$ cat config.mk
export PLATFORM = sky130hd
export DESIGN_NAME = alu_operand_stage
export DESIGN_NICKNAME = d
export VERILOG_FILES = /design/src/rtl/proc_pkg.sv /design/src/rtl/regfile_2r1w.sv /design/src/rtl/alu_operand_stage.sv
export SDC_FILE = /design/constraint.sdc
export NUM_CORES = 2
export LEC_CHECK = 0
export ABC_AREA = 1
export CAP_MARGIN = 25
export CORE_ASPECT_RATIO = 1.1
export CORE_UTILIZATION = 50
export DETAILED_ROUTE_END_ITERATION = 7
export HOLD_SLACK_MARGIN = 0.1
export PLACE_DENSITY = 0.73
export SLEW_MARGIN = 10
export SYNTH_ARGS = -nofsm -noshare
export SYNTH_HDL_FRONTEND = slang
export SYNTH_SLANG_ARGS = --single-unit
export TNS_END_PERCENT = 20
$ cat constraint.sdc
create_clock -name clock -period 5.6 [get_ports clock]
set_input_delay 1.12 -clock clock [delete_from_list [all_inputs] [get_ports clock]]
set_output_delay 1.12 -clock clock [all_outputs]
set_load 0.01 [all_outputs]
$ cat src/rtl/proc_pkg.sv
// Shared processor definitions: ALU opcodes, datapath widths and the
// immediate extension helper used by the operand stage.
package proc_pkg;

  localparam int DATA_W    = 32;
  localparam int ADDR_W    = 5;
  localparam int IMM_W     = 16;
  localparam int REG_COUNT = 32;

  localparam logic [3:0] SUM                = 4'b0000;
  localparam logic [3:0] SUBTRACT           = 4'b0001;
  localparam logic [3:0] MULTIPLY           = 4'b0010;
  localparam logic [3:0] DIVIDE             = 4'b0011;
  localparam logic [3:0] BITWISE_NOT        = 4'b0110;
  localparam logic [3:0] LOGIC_EQUAL        = 4'b1010;
  localparam logic [3:0] LOGIC_DIFFERENT    = 4'b1011;
  localparam logic [3:0] LOGIC_GREATER_THAN = 4'b1100;
  localparam logic [3:0] LOGIC_LESS_THAN    = 4'b1101;

  function automatic logic [DATA_W-1:0] extend_imm(input logic [IMM_W-1:0] imm,
                                                   input logic             sign_ext);
    logic fill;
    fill = sign_ext & imm[IMM_W-1];
    return {{(DATA_W-IMM_W){fill}}, imm};
  endfunction

endpackage

$ cat src/rtl/regfile_2r1w.sv
// Architectural register file: two combinational read ports with same-cycle
// writeback bypass, one write port, R0 hardwired to zero.
module regfile_2r1w
  import proc_pkg::*;
#(
  parameter int DATA_W_P    = DATA_W,
  parameter int ADDR_W_P    = ADDR_W,
  parameter int REG_COUNT_P = REG_COUNT
) (
  input  logic                clock,
  input  logic                reset,
  input  logic [ADDR_W_P-1:0] ra_addr,
  input  logic [ADDR_W_P-1:0] rb_addr,
  output logic [DATA_W_P-1:0] ra_data,
  output logic [DATA_W_P-1:0] rb_data,
  input  logic                wb_en,
  input  logic [ADDR_W_P-1:0] wb_addr,
  input  logic [DATA_W_P-1:0] wb_data
);

  logic [DATA_W_P-1:0] regs [REG_COUNT_P];
  logic                wb_live;

  assign wb_live = wb_en && (wb_addr != '0);

  always_ff @(posedge clock) begin
    if (reset) begin
      for (int i = 0; i < REG_COUNT_P; i++) regs[i] <= '0;
    end else if (wb_live) begin
      regs[wb_addr] <= wb_data;
    end
  end

  // Index 0 never reads the array or the bypass, so a stray write to R0 is invisible.
  always_comb begin
    ra_data = '0;
    rb_data = '0;
    if (ra_addr != '0) ra_data = (wb_live && wb_addr == ra_addr) ? wb_data : regs[ra_addr];
    if (rb_addr != '0) rb_data = (wb_live && wb_addr == rb_addr) ? wb_data : regs[rb_addr];
  end

endmodule

$ cat src/rtl/alu_operand_stage.sv
// Issue stage ahead of the ALU: reads operands, substitutes immediates and
// holds them in one valid/ready slot that tracks writebacks while stalled.
module alu_operand_stage
  import proc_pkg::*;
(
  input  logic              clock,
  input  logic              reset,
  input  logic              flush,
  input  logic              in_valid,
  output logic              in_ready,
  input  logic [ADDR_W-1:0] rs_addr,
  input  logic [ADDR_W-1:0] rt_addr,
  input  logic [IMM_W-1:0]  imm,
  input  logic              use_imm,
  input  logic              sign_ext,
  input  logic [3:0]        sel_in,
  input  logic [ADDR_W-1:0] rd_in,
  input  logic              wb_en,
  input  logic [ADDR_W-1:0] wb_addr,
  input  logic [DATA_W-1:0] wb_data,
  output logic              out_valid,
  input  logic              out_ready,
  output logic [DATA_W-1:0] op1,
  output logic [DATA_W-1:0] op2,
  output logic [3:0]        selALU,
  output logic [ADDR_W-1:0] rd_out
);

  logic [DATA_W-1:0] rs_data;
  logic [DATA_W-1:0] rt_data;
  logic [DATA_W-1:0] op2_next;
  logic [ADDR_W-1:0] src_rs;
  logic [ADDR_W-1:0] src_rt;
  logic              imm_flag;
  logic              capture;
  logic              wb_live;

  regfile_2r1w u_regfile (
    .clock   (clock),
    .reset   (reset),
    .ra_addr (rs_addr),
    .rb_addr (rt_addr),
    .ra_data (rs_data),
    .rb_data (rt_data),
    .wb_en   (wb_en),
    .wb_addr (wb_addr),
    .wb_data (wb_data)
  );

  // Handshake: a transfer happens on a cycle where valid and ready are both high.
  // Upstream holds its payload until in_ready; the slot holds its payload until
  // out_ready. A flush cancels capture, so an instruction accepted then is dropped.
  assign in_ready = !out_valid || out_ready;
  assign capture  = in_valid && in_ready && !flush;
  assign wb_live  = wb_en && (wb_addr != '0);
  assign op2_next = use_imm ? extend_imm(imm, sign_ext) : rt_data;

  always_ff @(posedge clock) begin
    if (reset) begin
      out_valid <= 1'b0;
      op1       <= '0;
      op2       <= '0;
      selALU    <= SUM;
      rd_out    <= '0;
      src_rs    <= '0;
      src_rt    <= '0;
      imm_flag  <= 1'b0;
    end else if (capture) begin
      out_valid <= 1'b1;
      op1       <= rs_data;
      op2       <= op2_next;
      selALU    <= sel_in;
      rd_out    <= rd_in;
      src_rs    <= rs_addr;
      src_rt    <= rt_addr;
      imm_flag  <= use_imm;
    end else begin
      if (flush || (out_valid && out_ready)) out_valid <= 1'b0;
      // Keep a held operand current with writebacks that land after its read.
      if (out_valid && wb_live) begin
        if (wb_addr == src_rs)              op1 <= wb_data;
        if (wb_addr == src_rt && !imm_flag) op2 <= wb_data;
      end
    end
  end

endmodule
==> impl_metrics.tcl <==
set metrics [dict create \
    die_area_mm2 0.125 \
    drive_gt1_frac 0.0571 \
    top_usage_layer "met2" \
    clk_latency_ns 0.75 \
    synthesis.area_mm2 0.0617 \
    cp_max_fo 33 \
    met2_usage 0.544 \
    ir_drop_uv 282 \
    grt_pass1_wl_mm 330 \
    initial_core_util 0.506 \
    synth_edf_count 1024 \
    ys_types 38 \
    cp.required_ns 5.98 \
    fin_skew_ns 0.0303 \
    tritoncts "yes" \
    cap_viol_max_count 0 \
    syn_inst 7799 \
    synth_area_per_cell_um2 7.91 \
    startpoint_type "input port" \
    cts_hold_buf 0 \
    routed_wl_mm 225 \
    dp.final_hpwl_mm 136 \
    finalCoreUtilization 0.552 \
    grt_pass1_vias 53109 \
    yosysMostFrequentCell "nand2_1" \
    area_delta_synth_final_pct 9.09 \
    gp_congestion 0.974 \
    cts_num_sinks 1109 \
    netlist_top_cells_count "nand2_1, nor2_1, edfxtp_1, nand3_1, inv_1" \
    ys.flop_type "edfxtp_1" \
    numCtsBuffers 111 \
    r2r-end "op2[13]" \
    outcome "finished, violations left" \
    core_mm2 0.122 \
    pin_count 155 \
    grt_max_degree 171 \
    yosys_warnings 0 \
    cts_max_path_buffers 3 \
    rrSetupSlack_ns 3.03 \
    netlist.top_cell.by_area "edfxtp_1" \
    min_period_ns 3.81 \
    grt_usage 0.355 \
    grt_use_met1 0.432 \
    synth_compound_area_frac 0.101 \
    min_period_over_period 0.681 \
    finalSetupTns_ns 0 \
    overflow 0 \
    synthTopCellsByArea "edfxtp_1, nand2_1, nor2_1" \
    use_met3 0.0654 \
    htree_levels 3 \
    grt_setup_unrepaired "no" \
    ant_nets 0 \
    startpoint "wb_addr[2]" \
    synth_top_area_share 0.498 \
    post-cts-setup-buffers 0 \
    reg2regPathDepth 11 \
    die_y_um 370 \
    power_density_mw_per_mm2 299 \
    ctsResizeCount 0 \
    drtIter0Drc 9223 \
    report.final.slew_viol_count 0 \
    synthSimpleGateAreaFrac 0.283 \
    dr.pass1.iters 8 \
    worst_pin_slew_ns 1.06 \
    wire_per_inst_um 24.2 \
    synth_xor_area_frac 0.00199 \
    hold_violations 0 \
    max_freq_mhz 262 \
    antenna_found_initial 2 \
    ctsRootBufferMaster "clkbuf_16" \
    cts.reportedPaths.clkPinSlew_ns 0.06 \
    nets 7672 \
    timing.rr.start "out_valid" \
    rows 134 \
    yosysSeqAreaShare 0.526 \
    num_vias 57258 \
    die_w_um 337 \
    portBuffers 154 \
    violations "design-rule violations" \
    synth_top_family_by_area "simple AND/OR/NAND/NOR gates" \
    cp-end-kind "flip-flop" \
    setup.worst_path.class "input port to flip-flop" \
    via_per_inst 6.14 \
    cp.arrival_ns 4.19 \
    synthMuxAreaShare 0 \
    synthAdderAreaFrac 0 \
    hp-class "flip-flop to flip-flop" \
    drc_errors 3 \
    synth_seq_cells 1109 \
    ys_async_sr_fraction 0 \
    cp-endpoint "u_regfile.regs[23][9]" \
    setup_viol 0 \
    slew_headroom 0.291 \
    leakagePower_nw 27.7 \
]
[kinds of logic after synthesis]
| kind of cell | Yosys count |
|---|---|
| compound gates | 1153 |
| xor+xnor | 14 |
| buf+inv | 1244 |
| flops | 1109 |
| other cells | 1 |
| simple gates | 4278 |
[worst min-delay path by stage]
stage / start / endpoint / slack (ns) / cells past startpoint
floorplan: imm_flag / imm_flag / 0.44 / 2
global placement: imm_flag / imm_flag / 0.46 / 2
detailed placement: imm_flag / imm_flag / 0.47 / 2
CTS: imm_flag / imm_flag / 0.48 / 2
global route: imm_flag / imm_flag / 0.49 / 2
finish: imm_flag / imm_flag / 0.48 / 2
[layout make-up]
cell class              instances  area [um2]
repair buffers                316        3030
flip-flops and latches       1109       32500
fillers                     10834       54600
clock buffers                 128        2950
multi-input cells            5477       24000
inverters                     577        2190
clock inverters                79         649
well taps                    1632        2040
diodes                          1        2.50
[routing by layer]
metal	routed length, um	part of all wire	vias up
li1	-	-	25212
met1	75900	0.34	26628
met2	99900	0.44	4448
met3	27200	0.12	970
met4	22500	0.10	0
met5	0	0	-
[per-stage QoR]
step	instance area, um2	cells	hold slack (ns)	setup WS (ns)	power (mW)
finish	67300	9319	0.481	1.79	20.1
global route	67300	9318	0.493	1.71	20.6
CTS	67300	9316	0.477	1.92	20.0
detailed placement	63700	9109	0.468	1.14	12.6
global placement	63600	9107	0.456	1.16	12.5
floorplan	61800	7830	0.441	2.26	11.5
[critical path, stage by stage]
cell	delay, ns
clkdlybuf4s50_1	0.68
inv_1	0.16
nand3_1	0.14
o21ai_2	0.09
nor2_1	0.22
nand3_1	0.12
inv_1	0.42
nand2_1	0.09
buf_4	0.31
nand2_2	0.80
[where the power goes]
| part | switching [mW] | internal, mW | total, mW | leakage [nW] |
|---|---|---|---|---|
| combinational | 2.06 | 0.742 | 2.81 | 15.5 |
| sequential | 0.224 | 9.50 | 9.72 | 10.4 |
| clock | 3.38 | 4.21 | 7.59 | 1.78 |
| total | 5.67 | 14.5 | 20.1 | 27.7 |
[sequential cells by signal, indices dropped and copies added (netlist names)]
register        flops
u_regfile.regs   1024
op1                32
op2                32
rd_out              5
src_rs              5
src_rt              5
selALU              4
imm_flag            1
out_valid           1
[placed cells by master, fill, tap and decap left out, types with 32 or more instances in the layout]
cell,count
clkdlybuf4s50_1,143
edfxtp_1,1024
conb_1,32
o21ai_0,450
buf_4,142
inv_1,540
o211ai_1,167
or2_2,39
nand3_1,921
clkinv_2,34
nand2_1,1775
clkbuf_16,116
a21oi_1,482
clkinv_1,32
dfxtp_1,85
o21ai_1,32
nor2_1,1485
Note: power is estimated with default switching activity, not from simulation.
